`src/rtl/ras_pkg.sv`:
```
// Shared return-address-stack definitions, used by both the RAS controller and
// the storage block.
package ras_pkg;

    localparam int          XLEN              = 32;
    localparam logic [31:0] RAS_INVALID_PC    = 32'hFFFF_FFFF;
    localparam int          RAS_DEPTH_DEFAULT = 8;

endpackage : ras_pkg

```
`src/rtl/ras_mem.sv`:
```
// Return-address storage array: one synchronous write port and one
// asynchronous read port. The array has no reset; entries only become visible
// after the stack logic has written them.
module ras_mem
    import ras_pkg::*;
#(
    parameter int DEPTH = RAS_DEPTH_DEFAULT,
    localparam int AW   = $clog2(DEPTH)
) (
    input  logic            clk,
    input  logic            we,
    input  logic [AW-1:0]   waddr,
    input  logic [XLEN-1:0] wdata,
    input  logic [AW-1:0]   raddr,
    output logic [XLEN-1:0] rdata
);

    logic [XLEN-1:0] mem [DEPTH];

    // Write the selected entry on the rising edge.
    always_ff @(posedge clk) begin
        if (we) begin
            mem[waddr] <= wdata;
        end
    end

    assign rdata = mem[raddr];

endmodule : ras_mem

```
`src/rtl/return_addr_stack.sv`:
```
// Storage half of the return address stack: a DEPTH-entry LIFO of return
// addresses, with top pointer, occupancy count and overflow/underflow pulses.
// The build macro RAS_OVERFLOW_WRAP_EN makes a push into a full stack
// overwrite the oldest entry. Without it, such a push is dropped.
module return_addr_stack
    import ras_pkg::*;
#(
    parameter int DEPTH  = RAS_DEPTH_DEFAULT,
    localparam int CW    = $clog2(DEPTH + 1)
) (
    input  logic            clk,
    input  logic            reset_n,
    input  logic            flush,
    input  logic            push,
    input  logic            pop,
    input  logic [XLEN-1:0] pctoras,
    output logic [XLEN-1:0] pcfromras,
    output logic            empty,
    output logic            full,
    output logic [CW-1:0]   count,
    output logic            overflow,
    output logic            underflow
);

    localparam int AW = $clog2(DEPTH);

    logic [AW-1:0]   tos, tos_nxt;
    logic [CW-1:0]   count_nxt;
    logic            overflow_nxt, underflow_nxt;
    logic            we;
    logic [AW-1:0]   waddr;
    logic [AW-1:0]   top_idx;
    logic [XLEN-1:0] top_data;

    assign top_idx = tos - AW'(1);
    assign empty   = (count == '0);
    assign full    = (count == CW'(DEPTH));

    ras_mem #(
        .DEPTH (DEPTH)
    ) u_mem (
        .clk   (clk),
        .we    (we),
        .waddr (waddr),
        .wdata (pctoras),
        .raddr (top_idx),
        .rdata (top_data)
    );

    // The controller consumes the pre-update top during a pop. An empty
    // stack reads as the invalid-PC marker, never as stale array contents.
    assign pcfromras = empty ? RAS_INVALID_PC : top_data;

    // Next-state decode. Priority: flush first, then push/pop.
    // Push+pop together means the top entry is replaced.
    always_comb begin
        tos_nxt       = tos;
        count_nxt     = count;
        overflow_nxt  = 1'b0;
        underflow_nxt = 1'b0;
        we            = 1'b0;
        waddr         = tos;
        if (!reset_n) begin
            tos_nxt   = '0;
            count_nxt = '0;
        end else if (flush) begin
            tos_nxt   = '0;
            count_nxt = '0;
        end else if (push && pop && !empty) begin
            we    = 1'b1;
            waddr = top_idx;
        end else if (push) begin
            if (!full) begin
                we        = 1'b1;
                tos_nxt   = tos + AW'(1);
                count_nxt = count + CW'(1);
            end else begin
                overflow_nxt = 1'b1;
`ifdef RAS_OVERFLOW_WRAP_EN
                // When full, tos also addresses the oldest entry.
                // Overwriting that slot keeps the newest DEPTH returns.
                we      = 1'b1;
                tos_nxt = tos + AW'(1);
`endif
            end
        end else if (pop) begin
            if (!empty) begin
                tos_nxt   = top_idx;
                count_nxt = count - CW'(1);
            end else begin
                underflow_nxt = 1'b1;
            end
        end
    end

    // Pointer, occupancy and flag registers with synchronous active-low reset.
    always_ff @(posedge clk) begin
        if (!reset_n) begin
            tos       <= '0;
            count     <= '0;
            overflow  <= 1'b0;
            underflow <= 1'b0;
        end else begin
            tos       <= tos_nxt;
            count     <= count_nxt;
            overflow  <= overflow_nxt;
            underflow <= underflow_nxt;
        end
    end

endmodule : return_addr_stack

```
`config.mk`:
```
export PLATFORM = sky130hd
export DESIGN_NAME = return_addr_stack
export DESIGN_NICKNAME = d
export VERILOG_FILES = /design/src/rtl/ras_pkg.sv /design/src/rtl/ras_mem.sv /design/src/rtl/return_addr_stack.sv
export SDC_FILE = /design/constraint.sdc
export NUM_CORES = 1
export LEC_CHECK = 0
export BUFFER_PORTS_ARGS = -buffer_cell sky130_fd_sc_hd__buf_2
export CELL_PAD_IN_SITES_DETAIL_PLACEMENT = 1
export CELL_PAD_IN_SITES_GLOBAL_PLACEMENT = 2
export CORE_ASPECT_RATIO = 0.7
export CORE_MARGIN = 2
export CORE_UTILIZATION = 51
export CTS_BUF_LIST = sky130_fd_sc_hd__clkbuf_4
export DETAILED_ROUTE_END_ITERATION = 6
export PLACE_DENSITY = 0.86
export SLEW_MARGIN = 20
export SYNTH_ARGS = -nofsm -noshare
export SYNTH_HDL_FRONTEND = slang
export SYNTH_SLANG_ARGS = --single-unit
export TNS_END_PERCENT = 10
```
`constraint.sdc`:
```
create_clock -name clk -period 6.8 [get_ports clk]
set_clock_uncertainty 0.05 [all_clocks]
set_input_delay 0.34 -clock clk [delete_from_list [all_inputs] [get_ports clk]]
set_output_delay 0.34 -clock clk [all_outputs]
set_load 0.05 [all_outputs]
```
# After elaboration in Yosys (flattened, before gate mapping)
# Memory sizes are Yosys's and may differ from the RTL's.
# Cells that the tools add are included.
# totals
in_bits	37
memories	1
out_inout_bits	40
ramBits	256
register_bits	9
word_cells	46
# mem_list
name	words	word_bits	read_ports	rd_clocked_by_memory_dff	write_ports	line_no	text
u_mem.mem	8	32	1	0	1	ras_mem.sv:18	logic [XLEN-1:0] mem [DEPTH];
# classes
n_eq_ne	3
bitwise	4
reduce_logical	9
muxes	21
add_sub_neg	4
# ops
cell	count
$mux W32	1
$mux W3	7
$mux W4	4
$mux W1	9
$reduce_or A5 Y1	1
$add A4 B1 Y4 const B	1
$eq A4 B4 Y1 const B	1
$logic_not A4 Y1	1
$ne A2 B2 Y1 const B	2
$not A1 Y1	4
$reduce_and A4 Y1	1
$reduce_or A4 Y1	1
$sub A4 B1 Y4 const B	1
$add A3 B1 Y3 const B	1
$sub A3 B1 Y3 const B	1
$logic_and A1 B1 Y1	2
$reduce_bool A2 Y1	1
$reduce_or A2 Y1	1
$logic_not A1 Y1	1

# Logic depth before layout (Yosys ltp)
# depth
depth_word	8
depth_mapped	10
mapped_depth_nobuf	6

# Cells and area by module
# Synthesis repeated with hierarchy kept, for this count alone.
# unflattened
hier_cells	490
hier_area_um2	10660.2
# by_module_without_submodules
module	area_per_inst_um2	cells_each	seq_area_each_um2	instances
ras_mem	9825.7	383	7687.4	1
return_addr_stack	834.6	107	180.2	1

# Worst setup path before layout
# No wires, ideal clock.
# synth_timing
path_kind	reg2reg
startpoint	reg tos[0]
endpoint	mem u_mem.mem[0][0], enable pin
required_time_ns	6.318
t_arrival_ns	3.408
setup_ns	0.432
path_stages_with_launch	9
path_buffers	4
slack_ns	2.910
path_cell_list	dfxtp_1 -> clkbuf_1 -> buf_2 -> inv_1 -> ha_1 -> buf_2 -> clkbuf_1 -> o2111ai_1 -> a21oi_1
# synth_between
elab_chain_cells	4
# synth_lines
element	line_no	text
start: declaration	return_addr_stack.sv:27	logic [AW-1:0] tos, tos_nxt;
start signal: assignment	return_addr_stack.sv:104	tos <= tos_nxt;
$sub A3 B1 Y3	return_addr_stack.sv:35	assign top_idx = tos - AW'(1);
$mux W3	return_addr_stack.sv:69	end else if (push && pop && !empty) begin
$mux W3	return_addr_stack.sv:66	end else if (flush) begin
$mux W3 *	return_addr_stack.sv:63	if (!reset_n) begin
end: declaration	ras_mem.sv:18	
# Mark *: on every way between the ends. The rest lies on a longest branch, timed or not.

# Worst setup path in the final report
# layout_timing
startpoint	reg tos[0]
endpoint	mem u_mem.mem[4][20], enable pin
# The elaborated chain is that of the path after synthesis.

==> flow_metrics.env <==
export IMPL_netlist_instances=544
export IMPL_yosysTopAreaCellShare_pct=73.6
export IMPL_whs_endpoint="count[3]$_SDFFE_PP0P_"
export IMPL_synthAdderAreaFrac_pct=0.671
export IMPL_synthTopCellsByArea="edfxtp_1, mux4_2, nand2_1, dfxtp_1, nand3_1"
export IMPL_peakVddDrop_uv=179
export IMPL_rsz0062_at_grt="false"
export IMPL_vias=5859
export IMPL_synth_area_mm2=0.0104
export IMPL_io_pins=77
export IMPL_cp_data_required_time_ns=7.06
export IMPL_cts_buffers=67
export IMPL_drt_iter0_markers=436
export IMPL_cp_top_family="simple AND/OR/NAND/NOR gates"
export IMPL_fill_cells=1757
export IMPL_grt_max_degree=70
export IMPL_critical_path_class="reg -> reg"
export IMPL_internal_power_mw=2.71
export IMPL_hold_violations=0
export IMPL_ctsHoldBuffers=33
export IMPL_crit_chain="inv_1, ha_4, inv_1, nor4_1, a211oi_2, nor2_4, buf_16"
export IMPL_finalCriticalPeriod_ns=4.20
export IMPL_clock_power_share_pct=37.4
export IMPL_final_core_util_pct=62.8
export IMPL_post_drt_wl_per_cell_um=24.2
export IMPL_slew_headroom_pct=30.4
export IMPL_seqPwrFrac_pct=49.5
export IMPL_syn_to_final_growth_pct=20.0
export IMPL_max_freq_mhz=238
export IMPL_critPathCaptureType="register"
export IMPL_ant_nets=0
export IMPL_ys_flop_type="edfxtp_1"
export IMPL_cts_path_max_buffers=3
export IMPL_reg2reg_depth=7
export IMPL_synth_area_leader_cell="edfxtp_1"
export IMPL_routed_wl_um=24700
export IMPL_synth_avg_cell_area_um2=19.2
export IMPL_port_buffers=76
export IMPL_die_width_um=175
export IMPL_setup_tns_ns=0
export IMPL_place_ws_ns=2.44
export IMPL_ys_top_cells_by_count="edfxtp_1, nand2_1, mux4_2"
export IMPL_cts_resized=0
export IMPL_rows=43
export IMPL_crit_fanout=69
export IMPL_swShare_pct=26.7
export IMPL_setup_viol=0
export IMPL_slowest_stage="ha_4"
export IMPL_status="completed"
export IMPL_crit_path_start_kind="register"
export IMPL_synthArstFlopShare_pct=0
export IMPL_combPwrFrac_pct=13.1
export IMPL_yosys_register_bits=265
export IMPL_ys_seq_area_share_pct=75.3
export IMPL_root_buffer="clkbuf_4"
export IMPL_path_clk_slew_ns=0.06
export IMPL_synth_edf_count=256
export IMPL_die_h_um=124
export IMPL_cp_data_arrival_time_ns=4.46
export IMPL_min_from="flush"
export IMPL_cpMostUsedCell="inv_1"
export IMPL_synth_warnings=0
export IMPL_worstSkewPairLatency_ns=0.62
export IMPL_routed_via_density=5.74
export IMPL_dr_pass1_iters=5
export IMPL_worstMarginPinSlew_ns=1.04
export IMPL_grt_usage_pct=23.2
export IMPL_fin_crit_sh_pct=61.8
export IMPL_setup_ws_ns=2.60
export IMPL_grt_remaining_overflow=0
export IMPL_place_gp_congestion=0.784
export IMPL_post_synth_top_count_cell="edfxtp_1"
export IMPL_r2r_start="tos[0]$_SDFFE_PP0P_"
export IMPL_multi_input_area_mm2=0.00252
export IMPL_rrSetupSlack_ns=2.60
export IMPL_min_path_cells=4
export IMPL_power_density_mw_per_mm2=294
export IMPL_synth_top_family_by_area="multiplexers"
export IMPL_dieArea_mm2=0.0217
export IMPL_initial_core_util_pct=52.3
export IMPL_grt_first_pass_wirelength_um=36800
export IMPL_synth_compound_area_share_pct=1.74
export IMPL_r2r_end="u_mem.mem[4][20]$_DFFE_PP_"
export IMPL_core_area_mm2=0.0200
export IMPL_p_switching_mw=0.983
export IMPL_cpPeakStageDelay_ns=0.97
export IMPL_grt_pass1_vias=6320
export IMPL_drv_cap=0
export IMPL_synth_area_mux_share_pct=14.1
export IMPL_slew_viol_final=0
export IMPL_synth_cell_types=40
export IMPL_antenna_found_initial=1
export IMPL_leakagePower_nw=4.16
export IMPL_htree_levels=3
export IMPL_drcViolationCount=0
export IMPL_hold_class="in -> reg"
export IMPL_synthesis_nets=586
export IMPL_path_buf_inv=3
export IMPL_numClockSinks=265
export IMPL_yosys_area_share_simple_pct=6.30
export IMPL_seq_area_mm2=0.00787
export IMPL_synth_xor_area_share_pct=0.335
export IMPL_cts_tree="yes"
export IMPL_dp_hpwl_um=13000
export IMPL_nets=746
export IMPL_cts_setup_buffers=0
export IMPL_layout_drive_gt1_share_pct=37.1
## cell families after synthesis
kind of cell             after synthesis
adder cells (fa/ha/maj)                5
buffers and inverters                 38
AND/OR/NAND/NOR                      141
multiplexers                          67
flip-flops                           265
XOR/XNOR                               4
AO/OA/AOI/OAI                         24
## final cells by class
| class | instances | area share, % |
|---|---|---|
| Tap cell | 270 | 2.69 |
| Sequential cell | 265 | 62.8 |
| Timing Repair Buffer | 122 | 7.34 |
| Multi-Input combinational cell | 241 | 20.1 |
| Inverter | 7 | 0.209 |
| Clock inverter | 15 | 0.878 |
| Clock buffer | 100 | 5.99 |
| Antenna cell | 1 | 0.0200 |
## worst reg2reg max path, stage by stage, from the launching register on
cell and delay, ns:
dfxtp_4 0.76, inv_1 0.27, ha_4 0.97, inv_1 0.25, nor4_1 0.52, a211oi_2 0.15
nor2_4 0.70, buf_16 0.24
## how the worst max path moves through the flow
stage / start / to / cells past startpoint
2_1_floorplan: tos[0]$_SDFFE_PP0P_ / u_mem.mem[0][0]$_DFFE_PP_ / 8
3_3_place_gp: tos[0]$_SDFFE_PP0P_ / u_mem.mem[5][9]$_DFFE_PP_ / 6
3_5_place_dp: tos[0]$_SDFFE_PP0P_ / u_mem.mem[4][19]$_DFFE_PP_ / 6
4_1_cts: tos[0]$_SDFFE_PP0P_ / u_mem.mem[4][22]$_DFFE_PP_ / 6
5_1_grt: tos[0]$_SDFFE_PP0P_ / u_mem.mem[4][20]$_DFFE_PP_ / 7
6_report: tos[0]$_SDFFE_PP0P_ / u_mem.mem[4][20]$_DFFE_PP_ / 7
## registers in the layout, indices dropped and copies added, names as in the netlist
name       count
count          4
overflow       1
u_mem.mem    256
underflow      1
tos            3
## power groups by stage
stage | clock network (mW) | logic [mW] | registers (mW)
2_1_floorplan | 0 | 0.322 | 1.86
3_3_place_gp | 0 | 0.450 | 1.86
3_5_place_dp | 0 | 0.466 | 1.86
4_1_cts | 1.41 | 0.484 | 1.82
5_1_grt | 1.49 | 0.516 | 1.83
6_report | 1.38 | 0.484 | 1.82
## per-layer routing
metal	vias up	share of wire [%]	GRT usage, %
met5	-	0	0
met4	0	1.9	8.91
met3	40	6.0	4.82
met2	228	49	37.3
met1	3040	43	32.0
li1	2551	-	-
## through the flow
step / power, mW / std cells / cell area (um2) / hold WS (ns)
floorplan: 2.18 / 544 / 10400 / 0.368
global placement: 2.31 / 865 / 11200 / 0.442
detailed placement: 2.33 / 866 / 11200 / 0.456
CTS: 3.72 / 1014 / 12400 / 0.0163
global route: 3.83 / 1021 / 12500 / 0.0519
finish: 3.69 / 1021 / 12500 / 0.0678
## placed cells by master, fill, tap and decap left out, drive strengths merged, types with 4 or more instances in the layout
cell type / count
a21oi: 9
edfxtp: 256
nand3: 36
nor3: 11
nand2: 68
clkbuf: 100
mux4: 64
clkinv: 10
dfxtp: 9
nor2: 10
ha: 4
o21ai: 4
and4: 4
inv: 10
buf: 89
dlygate4sd3: 33
a211oi: 5
No activity file was read; power rests on OpenSTA's default activity.
